File: config.mk
export PLATFORM = sky130hd
export DESIGN_NAME = mem_xfer_ctrl_flat
export DESIGN_NICKNAME = d
export VERILOG_FILES = /design/src/rtl/mem_xfer_ctrl_pkg.sv /design/src/rtl/mem_xfer_ctrl_if.sv /design/src/rtl/mem_xfer_ctrl_add.sv /design/src/rtl/mem_xfer_ctrl.sv /design/src/flat_wrapper.sv
export SDC_FILE = /design/constraint.sdc
export NUM_CORES = 1
export LEC_CHECK = 0
export CORE_UTILIZATION = 43
export DETAILED_ROUTE_END_ITERATION = 10
export PLACE_DENSITY_LB_ADDON = 0.1
export RECOVER_POWER = 50
export REMOVE_ABC_BUFFERS = 1
export SLEW_MARGIN = 10
export SYNTH_ARGS = -nofsm -noshare
export SYNTH_HDL_FRONTEND = slang
export SYNTH_HIERARCHICAL = 1
export SYNTH_SLANG_ARGS = --single-unit
File: constraint.sdc
create_clock -name clock -period 2.3 [get_ports clock]
set_clock_uncertainty 0.15 [all_clocks]
set_input_delay 0.23 -clock clock [delete_from_list [all_inputs] [get_ports clock]]
set_output_delay 0.23 -clock clock [all_outputs]
set_load 0.01 [all_outputs]
File: src/rtl/mem_xfer_ctrl_pkg.sv
// Shared types and defaults for the pair-summing memory transfer controller.
package mem_xfer_pkg;

    localparam int DW_DEF    = 8;
    localparam int NB_DEF    = 4;
    localparam int SRC_WORDS = 2 * NB_DEF;

    typedef enum logic [2:0] {
        IDLE = 3'd0,
        RDA  = 3'd1,
        RDB  = 3'd2,
        ADD  = 3'd3,
        WR   = 3'd4,
        DONE = 3'd5
    } state_e;

endpackage

File: src/rtl/mem_xfer_ctrl_if.sv
// Handshake plus memory A read port and memory B write port of the transfer controller.
interface mem_xfer_ctrl_if #(
    parameter int DW  = 8,
    parameter int AWA = 3,
    parameter int AWB = 2
);
    logic           start;
    logic           busy;
    logic           done;
    logic           ovf;
    logic [AWA-1:0] AddrA;
    logic [DW-1:0]  DOutA;
    logic [AWB-1:0] AddrB;
    logic           WEB;
    logic [DW-1:0]  DataInB;

    modport master (
        input  start, DOutA,
        output busy, done, ovf, AddrA, AddrB, WEB, DataInB
    );

    modport slave (
        output start, DOutA,
        input  busy, done, ovf, AddrA, AddrB, WEB, DataInB
    );
endinterface

File: src/rtl/mem_xfer_ctrl_add.sv
// Combinational DW-bit pair adder; define XFER_SAT_EN to saturate instead of wrap.
// The carry is reported in both builds so overflow tracking does not depend on the mode.
module xfer_add #(
    parameter int DW = 8
) (
    input  logic [DW-1:0] a,
    input  logic [DW-1:0] b,
    output logic [DW-1:0] sum,
    output logic          carry
);
    logic [DW:0] full;

    always_comb begin
        full  = {1'b0, a} + {1'b0, b};
        carry = full[DW];
`ifdef XFER_SAT_EN
        sum   = carry ? '1 : full[DW-1:0];
`else
        sum   = full[DW-1:0];
`endif
    end
endmodule

File: src/rtl/mem_xfer_ctrl.sv
// Reads memory A in pairs and writes B[i] = A[2i] + A[2i+1]; XFER_SAT_EN selects saturating sums.
module mem_xfer_ctrl
    import mem_xfer_pkg::*;
#(
    parameter int DW  = DW_DEF,
    parameter int NB  = NB_DEF,
    parameter int AWA = $clog2(2 * NB),
    parameter int AWB = $clog2(NB)
) (
    input  logic              clock,
    input  logic              reset_n,
    mem_xfer_ctrl_if.master   bus
);
    state_e         state_q, state_d;
    logic [AWB-1:0] i_q, i_d;
    logic [DW-1:0]  opa_q, opa_d;
    logic           busy_q, busy_d;
    logic           done_q, done_d;
    logic           web_q, web_d;
    logic [AWB-1:0] addr_b_q, addr_b_d;
    logic [DW-1:0]  data_b_q, data_b_d;
    logic           ovf_q, ovf_d;
    logic [AWA-1:0] addr_a;
    logic [DW-1:0]  sum;
    logic           carry;

    xfer_add #(.DW(DW)) u_add (
        .a     (opa_q),
        .b     (bus.DOutA),
        .sum   (sum),
        .carry (carry)
    );

    always_comb begin
        // NOTE: every _d and output gets a default before the case so no path can infer a latch.
        state_d  = state_q;
        i_d      = i_q;
        opa_d    = opa_q;
        busy_d   = busy_q;
        done_d   = 1'b0;
        web_d    = 1'b0;
        addr_b_d = addr_b_q;
        data_b_d = data_b_q;
        ovf_d    = ovf_q;
        addr_a   = '0;

        case (state_q)
            IDLE: begin
                if (bus.start) begin
                    i_d     = '0;
                    ovf_d   = 1'b0;
                    busy_d  = 1'b1;
                    state_d = RDA;
                end
            end
            RDA: begin
                addr_a  = AWA'({i_q, 1'b0});
                state_d = RDB;
            end
            RDB: begin
                // A[2i] arrives now, one cycle after its address.
                addr_a  = AWA'({i_q, 1'b1});
                opa_d   = bus.DOutA;
                state_d = ADD;
            end
            ADD: begin
                data_b_d = sum;
                addr_b_d = i_q;
                web_d    = 1'b1;
                if (carry) ovf_d = 1'b1;
                state_d  = WR;
            end
            WR: begin
                if (i_q == AWB'(NB - 1)) begin
                    done_d  = 1'b1;
                    state_d = DONE;
                end else begin
                    i_d     = i_q + 1'b1;
                    state_d = RDA;
                end
            end
            DONE: begin
                busy_d  = 1'b0;
                state_d = IDLE;
            end
            default: state_d = IDLE;
        endcase
    end

    // NOTE: non-blocking assignments so every flop samples pre-edge values; reset is async so WEB drops at once.
    always_ff @(posedge clock or negedge reset_n) begin
        if (!reset_n) begin
            state_q  <= IDLE;
            i_q      <= '0;
            opa_q    <= '0;
            busy_q   <= 1'b0;
            done_q   <= 1'b0;
            web_q    <= 1'b0;
            addr_b_q <= '0;
            data_b_q <= '0;
            ovf_q    <= 1'b0;
        end else begin
            state_q  <= state_d;
            i_q      <= i_d;
            opa_q    <= opa_d;
            busy_q   <= busy_d;
            done_q   <= done_d;
            web_q    <= web_d;
            addr_b_q <= addr_b_d;
            data_b_q <= data_b_d;
            ovf_q    <= ovf_d;
        end
    end

    assign bus.AddrA   = addr_a;
    assign bus.busy    = busy_q;
    assign bus.done    = done_q;
    assign bus.WEB     = web_q;
    assign bus.AddrB   = addr_b_q;
    assign bus.DataInB = data_b_q;
    assign bus.ovf     = ovf_q;
endmodule

File: src/flat_wrapper.sv
// flat-port wrapper written by rule: the top's interface ports become plain ports
module mem_xfer_ctrl_flat import mem_xfer_pkg::*;
#(
    parameter int DW  = DW_DEF,
    parameter int NB  = NB_DEF,
    parameter int AWA = $clog2(2 * NB),
    parameter int AWB = $clog2(NB)
)
  (clock, reset_n, bus_start, bus_DOutA, bus_busy, bus_done, bus_ovf, bus_AddrA, bus_AddrB, bus_WEB, bus_DataInB);
  mem_xfer_ctrl_if #(.DW(DW), .AWA(AWA), .AWB(AWB)) bus_i ();
  input  logic clock;
  input  logic reset_n;
  input wire logic [$bits(bus_i.start)-1:0] bus_start;
  input wire logic [$bits(bus_i.DOutA)-1:0] bus_DOutA;
  output wire logic [$bits(bus_i.busy)-1:0] bus_busy;
  output wire logic [$bits(bus_i.done)-1:0] bus_done;
  output wire logic [$bits(bus_i.ovf)-1:0] bus_ovf;
  output wire logic [$bits(bus_i.AddrA)-1:0] bus_AddrA;
  output wire logic [$bits(bus_i.AddrB)-1:0] bus_AddrB;
  output wire logic [$bits(bus_i.WEB)-1:0] bus_WEB;
  output wire logic [$bits(bus_i.DataInB)-1:0] bus_DataInB;
  assign bus_i.start = bus_start;
  assign bus_i.DOutA = bus_DOutA;
  assign bus_busy = bus_i.busy;
  assign bus_done = bus_i.done;
  assign bus_ovf = bus_i.ovf;
  assign bus_AddrA = bus_i.AddrA;
  assign bus_AddrB = bus_i.AddrB;
  assign bus_WEB = bus_i.WEB;
  assign bus_DataInB = bus_i.DataInB;
  mem_xfer_ctrl #(.DW(DW), .NB(NB), .AWA(AWA), .AWB(AWB)) u_core (.clock(clock), .reset_n(reset_n), .bus(bus_i));
endmodule
**Yosys cells after proc, flatten, opt, wreduce, memory -nomap -nowiden**

Index checks and enable logic that the tools add are counted.

- Input bits: 11
- Register bits: 27
- Output and inout bits: 17
- Word-level logic and storage cells: 42

- Reduce and logical (&&, ||, !) cells: 7
- Add/subtract/negate cells: 2
- Equality and inequality tests: 9
- Muxes and demuxes: 15

Operators with widths:

| cell | count |
|---|---|
| case mux 3 bit (5 select lines) | 1 |
| adder 8 x 8 -> 9 bit | 1 |
| equality test 3 x 2 -> 1 bit (second input constant) | 2 |
| equality test 3 bit (second input constant) | 2 |
| 2-to-1 mux 1 bit | 6 |
| 2-to-1 mux 3 bit | 2 |
| inequality test 2 bit (second input constant) | 3 |
| case mux 3 bit (2 select lines) | 1 |
| AND reduction 3 bit | 2 |
| nonzero test 2 bit | 3 |
| 2-to-1 mux 2 bit | 2 |
| case mux 1 bit (2 select lines) | 2 |
| case mux 2 bit (2 select lines) | 1 |
| equality test 3 x 1 -> 1 bit (second input constant) | 1 |
| zero test 3 bit | 1 |
| adder 2 x 1 -> 2 bit (second input constant) | 1 |
| equality test 2 bit (second input constant) | 1 |
| AND reduction 2 bit | 1 |

**Longest topological paths before layout**

Gate-level depths: netlist of run 1.

- Word-level depth: 3
- Gate-level depth with buffers: 9
- Gate-level depth less buffers: 9

**Cells and area by module**

The synthesis of run 1 kept the hierarchy.

Modules (own cells, without submodules):

| module | area each (um^2) | times used | seq. area each (um^2) | cells an instance |
|---|---|---|---|---|
| mem_xfer_ctrl | 1183.6 | 1 | 675.6 | 79 |
| xfer_add | 324.1 | 1 | 0.0 | 42 |

**Least setup slack after synthesis of run 1**

Ideal clock, no wire load.

- Kind: register to register
- From: register u_core.opa_q[0]
- To: register u_core.ovf_q, in the netlist u_core/bus.ovf
- Clock period less this slack: 2.017 ns
- Setup slack: 0.283 ns
- Arrival: 1.746 ns
- Stages on the path, launching flop included: 10
- Path through: dfrtp_1 -> ha_1 -> fa_1 -> a21oi_1 -> nor2_1 -> nor2_1 -> o21ai_0 -> nand2_1 -> o21bai_1 -> a22o_1

- Longest elaborated chain between the ends: 3

RTL lines:

| what | line | source |
|---|---|---|
| start: declaration | mem_xfer_ctrl.sv:16 | `logic [DW-1:0] opa_q, opa_d;` |
| start signal: assignment | mem_xfer_ctrl.sv:105 | `opa_q <= opa_d;` |
| adder 8 x 8 -> 9 bit | mem_xfer_ctrl_add.sv:14 | `full = {1'b0, a} + {1'b0, b};` |
| via u_core.carry | mem_xfer_ctrl.sv:25 | `logic carry;` |
| inequality test 2 bit (no line) | -- |  |
| AND reduction 3 bit (no line) | -- |  |
| end signal: assignment | mem_xfer_ctrl.sv:111 | `ovf_q <= ovf_d;` |
| end: declaration | mem_xfer_ctrl.sv:22 | `logic ovf_q, ovf_d;` |

The timed path passes the listed nets, and every way through them passes these cells.
A chain may end at the register's enable or synchronous reset.

**Final worst setup path of run 1**

- From: register u_core.state_q[0]
- To: output port bus_AddrA[0]

- Longest elaborated chain between the ends: 2
- Elaborated cells between the ends (all ways): 3
- Classes of those cells: eq/ne: 2; mux: 1

RTL lines:

| what | line | source |
|---|---|---|
| start: declaration | mem_xfer_ctrl.sv:14 | `state_e state_q, state_d;` |
| start signal: assignment | mem_xfer_ctrl.sv:103 | `state_q <= state_d;` |
| equality test 3 x 2 -> 1 bit or equality test 3 x 1 -> 1 bit (tied branches) | mem_xfer_ctrl.sv:47 | `case (state_q)` |
| case mux 3 bit (2 select lines) * | mem_xfer_ctrl.sv:47 |  |
| end: declaration | flat_wrapper.sv:18 | `output wire logic [$bits(bus_i.AddrA)-1:0] bus_AddrA;` |

Mark *: on every way between the ends. The rest lies on a longest branch, timed or not.

==> summary.txt, run 1 <==
Cells and area
  • Final nets: 179
  • Final instance area: 0.00190 sq mm
  • Diodes inserted: 0
  • Share of cells above drive strength 1: 0.229
  • P&R area growth vs syn: 26.1%
  • Most frequent cells in the layout: 25 x clkdlybuf4s50_1, 25 x dfrtp_1, 17 x mux2_4, 9 x ha_1, 8 x buf_4

Placed design
  • Dpl cell area: 0.00183 sq mm
  • GPL Wtd Cong: 0.748
  • Post-detail-place hpwl: 1980 microns
  • IO buf count: 27

Timing
  • Slew Viols, Final: 0
  • Hold slack: 0.377 ns
  • Hold Violations, Final: 0
  • Final period util: 0.922
  • Final setup fails: 0
  • RSZ-0062 raised after global routing: no
  • Fmax: 472 MHz
  • Slew headroom: 0.0364
  • Tmin final: 2.12 ns
  • Worst Max-Slew Pin Slew: 1.45 ns

Critical path
  • Crit. End Element: output port
  • Crit path kind: flop to output port
  • CP required: 1.92 ns
  • Worst-path fanout max: 6
  • Critical Path Source Type: flop
  • Arrival time at the worst endpoint: 1.74 ns

Synth
  • Post-synth top area cell: dfrtp_1
  • Syn Area/Cell: 12.5 sq um
  • Register area share after synthesis: 0.448
  • Flops & latches, synth: 27
  • Gate count of the mapped netlist: 121
  • Top cells by area, synth: dfrtp_1 45%, mux2_4 17%, ha_1 7.5%
  • Netlist cell types: 32
  • Synth warnings: 6
  • Yosys top cell area share: 0.448
  • Mapped cell area: 0.00151 sq mm

Die
  • Die footprint: 0.00375 sq mm
  • Starting Density: 0.452
  • Die W: 61.2 microns
  • # IOs: 28
  • Row count: 21
  • Die Ht: 61.2 microns
  • Core ar.: 0.00334 sq mm

CTS
  • Num CTS Buffers: 3
  • Clock buffer depth: 2
  • H-tree levels: 1
  • Num Clock Sinks: 27
  • Clk root buf: clkbuf_4
  • CTS tree: yes
  • Worst-path clk slew: 0.15 ns
  • Skew-Pair Late Insertion Delay: 0.32 ns

Global route
  • Vias in the first global route: 945
  • Largest net degree at the start of global routing: 28
  • Overflow left after global routing: 0
  • Gr usage total: 0.171
  • First-pass GRT wire length: 4510 microns
  • Initial antenna violation count: 0

Power and ir drop
  • Leakage: 0.895 nW
  • Power Density: 1450 mW/mm^2
  • VDD IR max: 0.551 mV

Route
  • Via/cell ratio: 5.13
  • Final wirelength: 2810 microns
  • Drt wl/cell: 13.8 microns
  • Drt first pass iters: 4
  • DR vias: 1,042
  • DRC: 0
  • Starting DRT DRC Count: 25
  • DRT antenna net count: 0

Min path
  • Hold crit path type: flop to flop

Job
  • MaxCap Viol Count: 0

Status
  • Status: completed
sequential cells by signal, summed over array words and instances (netlist names):
name / flops
u_core/opa_q: 8
u_core/state_q: 3
u_core/bus.busy: 1
u_core/bus.ovf: 1
u_core/bus.WEB: 1
u_core/i_q: 2
u_core/bus.AddrB: 2
u_core/bus.DataInB: 8
u_core/bus.done: 1
synth_stat cells (all sizes together):
master / count
dfrtp: 27
nand3: 2
nor4: 2
o21ai: 4
inv: 5
nand3b: 1
nor2b: 3
buf: 5
a221oi: 1
fa: 1
a2111oi: 1
a21oi: 6
a311o: 2
a21o: 3
and2: 2
nand2: 5
xnor2: 3
nor2: 5
ha: 9
mux2i: 1
a211oi: 1
nor3b: 1
xor2: 2
mux2: 18
nor3: 3
or2: 1
o21bai: 2
and3: 1
a22o: 4
power breakdown:
part / switching, mW / internal (mW) / total [mW]
combinational: 0.652 / 1.00 / 1.65
sequential: 0.191 / 0.704 / 0.895
clock: 0.138 / 0.0678 / 0.206
total: 0.980 / 1.77 / 2.76
kinds of logic (layout without fill, tap and decap cells):
family | count (synthesis) | after routing | share of synthesized area
adder cells (fa/ha/maj) | 10 | 10 | 0.0880
XOR/XNOR | 5 | 5 | 0.0291
multiplexers | 19 | 19 | 0.183
buffers and inverters | 10 | 46 | 0.0456
AND/OR/NAND/NOR | 26 | 26 | 0.0946
AO/OA/AOI/OAI | 24 | 24 | 0.111
flip-flops | 27 | 27 | 0.448
repair_timing:
action / in CTS / in global routing
endpoints found under the setup margin: 0 / 3
hold buffers: 0 / 0
resized for setup: 0 / 4
setup buffers: 0 / 4
critical path, stage by stage, from the launching register on:
cell and delay [ns]:
dfrtp_2 0.48, buf_4 0.15, nor3b_2 0.21, clkdlybuf4s50_1 0.58
metrics by stage:
step	power, mW	instances	setup TNS, ns	setup slack, ns	utilization
2_1_floorplan	1.92	116	0	0.274	-
3_3_place_gp	2.43	195	-0.103	-0.0628	0.549
3_5_place_dp	2.47	195	-0.269	-0.145	0.549
4_1_cts	2.68	199	0	0.0601	0.556
5_1_grt	2.99	203	0	0.00466	0.570
6_report	2.76	203	0	0.179	0.570
layout make-up:
class / count / area, sq um
tap: 46 / 57.6
sequential: 27 / 678
inverter: 5 / 18.8
multi-input combinational: 84 / 766
timing repair buffer: 37 / 354
clock buffer: 4 / 26.3
fill: 325 / 1440
routing by layer:
metal / track usage / routed length, microns / vias to the layer above
met2: 0.264 / 1330 / 21
met4: 0.0779 / 29 / 0
met1: 0.232 / 1360 / 513
met5: 0 / 0 / -
met3: 0.0315 / 84 / 2
li1: - / - / 506
path summary, 6_finish.rpt:
check,startpoint,slack (ns),end,cells past startpoint
max,u_core/state_q[0],0.18,bus_AddrA[0],3
min,u_core/bus.DataInB[3],0.38,u_core/bus.DataInB[3],1
max reg2reg,u_core/opa_q[0],0.21,u_core/bus.ovf,9
min reg2reg,u_core/bus.DataInB[3],0.38,u_core/bus.DataInB[3],1
max in group asynchronous,reset_n,0.45,u_core/state_q[1],2
min in group asynchronous,reset_n,0.61,u_core/bus.DataInB[3],2
(Power assumes the default switching activity.)
==> run 2: changes to the inputs <==
--- a/config.mk
+++ b/config.mk
@@ -6,6 +6,7 @@
 export NUM_CORES = 1
 export LEC_CHECK = 0
 export CORE_UTILIZATION = 43
+export CTS_CLUSTER_DIAMETER = 50
 export DETAILED_ROUTE_END_ITERATION = 10
 export PLACE_DENSITY_LB_ADDON = 0.1
 export RECOVER_POWER = 50
==> results of run 2 <==
No change in the layout: final DEF, timing and power equal those of run 1.
==> run 3: changes to the inputs <==
--- a/config.mk
+++ b/config.mk
@@ -5,12 +5,13 @@
 export SDC_FILE = /design/constraint.sdc
 export NUM_CORES = 1
 export LEC_CHECK = 0
-export CORE_UTILIZATION = 43
+export CORE_UTILIZATION = 44
 export CTS_CLUSTER_DIAMETER = 50
 export DETAILED_ROUTE_END_ITERATION = 10
 export PLACE_DENSITY_LB_ADDON = 0.1
 export RECOVER_POWER = 50
 export REMOVE_ABC_BUFFERS = 1
+export SKIP_CTS_REPAIR_TIMING = 1
 export SLEW_MARGIN = 10
 export SYNTH_ARGS = -nofsm -noshare
 export SYNTH_HDL_FRONTEND = slang
==> run 3 against run 2 <==
  * Global-route usage rose by 0.53 points
  * Combinational power fell by 4%
  * Design area fell by 1.8%
  * First-iteration DRC count is 44% higher
==> summary.txt, run 3 (synthesized netlist as in run 1, its figures left out) <==
Status
  • Status: completed

Route
  • Final wirelength: 2780 microns (-0.96%)
  • DRC: 0 (unchanged)
  • DRT antenna net count: 0 (unchanged)
  • Starting DRT DRC Count: 36 (+44%)
  • Drt wl/cell: 14.0 microns (+1.0%)
  • DR vias: 1,039 (-0.29%)
  • Via/cell ratio: 5.22 (+1.7%)
  • Drt first pass iters: 5 (+1)

Cells and area
  • Most common cell after layout, fill and taps aside: dfrtp_1
  • P&R area growth vs syn: 23.8%
  • Most frequent cells in the layout: 26 x dfrtp_1, 23 x clkdlybuf4s50_1, 17 x mux2_4, 9 x ha_1, 7 x buf_4
  • Final nets: 177 (-1.1%)
  • Final instance area: 0.00187 sq mm (-1.8%)
  • # fillers: 286 (-12%)
  • Diodes inserted: 0 (unchanged)
  • Share of cells above drive strength 1: 0.206 (-0.0228)

Die
  • Starting Density: 0.478 (+0.0264)
  • Die Ht: 60.5 microns (-1.1%)
  • Core ar.: 0.00315 sq mm (-5.5%)
  • Die footprint: 0.00366 sq mm (-2.2%)
  • # IOs: 28 (unchanged)
  • Row count: 20 (-4.8%)
  • Die W: 60.5 microns (-1.1%)

Power and ir drop
  • Leakage: 0.884 nW (-1.2%)
  • Switching Fraction: 0.359 (+0.00346)
  • VDD IR max: 0.679 mV (+23%)
  • Power Density: 1440 mW/mm^2 (-0.78%)
  • Internal power: 1.72 mW (-3.1%)
  • Flop pwr share: 0.332 (+0.007)
  • Psw: 0.965 mW (-1.6%)
  • Combinational power share: 0.590 (-0.011)
  • Clock power frac: 0.078 (+0.003)

Global route
  • Largest net degree at the start of global routing: 28 (unchanged)
  • Initial antenna violation count: 0 (unchanged)
  • Overflow left after global routing: 0 (unchanged)
  • Vias in the first global route: 1,004 (+6.2%)
  • Gr usage total: 0.176 (+0.00530)
  • First-pass GRT wire length: 4620 microns (+2.5%)

CTS
  • Num Clock Sinks: 27 (unchanged)
  • Num CTS Buffers: 3 (unchanged)
  • H-tree levels: 1 (unchanged)
  • Skew-Pair Late Insertion Delay: 0.33 ns (about the same)
  • Clock buffer depth: 2 (unchanged)
  • Worst-path clk slew: 0.15 ns (about the same)
  • Clk root buf: clkbuf_4
  • CTS tree: yes

Critical path
  • Crit path kind: flop to output port
  • CP max-delay cell: clkdlybuf4s50_1
  • Crit. End Element: output port
  • CP max stage delay: 0.53 ns (-0.05 ns)
  • Worst-path fanout max: 9 (+3)
  • FF-to-FF End: u_core/bus.ovf
  • CP required: 1.92 ns (about the same)
  • R2R Setup Slk: 0.19 ns (-0.02 ns)
  • Arrival time at the worst endpoint: 1.80 ns (+0.06 ns)
  • Worst r2r src: u_core/opa_q[0]
  • Worst r2r path cells: 9 (unchanged)
  • Critical Path Source Type: flop
  • Crit path cell chain: xnor2_1, nor2_1, and2_1, clkdlybuf4s50_1

Placed design
  • Dpl cell area: 0.00183 sq mm (-0.14%)
  • Post-detail-place hpwl: 2080 microns (+5.1%)
  • GPL Wtd Cong: 0.755 (+1.0%)
  • IO buf count: 27 (unchanged)

Min path
  • Hold crit path type: flop to flop
  • HP Start: u_core/bus.DataInB[3]
  • Worst Hold End: u_core/bus.DataInB[3]
  • Hold path depth: 1 (unchanged)

Timing
  • Final setup TNS: 0 ns (unchanged)
  • Final setup fails: 0 (unchanged)
  • Fmax: 458 MHz (-2.8%)
  • Worst Max-Slew Pin Slew: 1.40 ns (-0.0426 ns)
  • Final period util: 0.949 (+0.0268)
  • Hold Violations, Final: 0 (unchanged)
  • RSZ-0062 raised after global routing: no
  • Slew Viols, Final: 0 (unchanged)
  • Tmin final: 2.18 ns (+0.0617 ns)
  • Slew headroom: 0.0648 (+0.0284)

Job
  • MaxCap Viol Count: 0 (unchanged)
[run 3: cell count changes in the layout (fill, tap and decap cells not counted), sizes merged]
cell	change
clkinvlp	+1
buf	-2
clkdlybuf4s50	-2
dlygate4sd3	+2
clkbuf	-1
[run 3: final cells by class]
cell class,count,area (sq um),share of cell area
Tap cell,44,55.1,0.0295
Inverter,5,18.8,0.0101
Clock inverter,1,7.51,0.00402
Clock buffer,3,22.5,0.0121
Timing Repair Buffer,35,327,0.175
Multi-Input combinational cell,84,759,0.407
Sequential cell,27,677,0.363
[run 3: layer usage]
metal,part of all wire,GRT usage,vias up
met5,0,0,-
met4,0.0068,0.0487,0
met3,0.050,0.0576,2
met2,0.50,0.297,18
met1,0.44,0.217,514
li1,-,-,505
[run 3: worst max-delay path: cells and delay by family, from the launching register on]
kind | cells | cell delay (ns)
buf+inv | 1 | 0.53
flops | 1 | 0.49
xor+xnor | 1 | 0.14
simple gates | 2 | 0.30
[run 3: power by group through the flow]
stage	clock (mW)	combinational, mW	sequential [mW]
finish	0.208	1.58	0.893
global route	0.244	1.74	0.931
CTS	0.223	1.57	0.906
detailed placement	0	1.56	0.911
global placement	0	1.53	0.905
floorplan	0	0.997	0.924
[run 3: worst max path at each step]
stage | startpoint | end | slack (ns) | depth (start not counted)
global route | u_core/state_q[2] | bus_AddrA[2] | 0.01 | 3
floorplan | u_core/opa_q[0] | u_core/bus.ovf | 0.27 | 9
CTS | u_core/state_q[0] | bus_AddrA[2] | 0.02 | 4
detailed placement | bus_DOutA[0] | u_core/bus.ovf | -0.12 | 10
finish | u_core/state_q[1] | bus_AddrA[2] | 0.12 | 4
global placement | bus_DOutA[0] | u_core/bus.ovf | -0.06 | 10
[run 3: metrics by stage]
stage | worst slack, ns | hold WS, ns | cells | util | total power [mW]
after floorplan | 0.274 | -0.216 | 116 | - | 1.92
after global placement | -0.0595 | 0.339 | 193 | 0.580 | 2.43
after detailed placement | -0.120 | 0.346 | 193 | 0.580 | 2.47
after CTS | 0.0156 | 0.0915 | 197 | 0.589 | 2.70
after global routing | 0.0127 | 0.381 | 199 | 0.592 | 2.91
final | 0.118 | 0.378 | 199 | 0.592 | 2.69
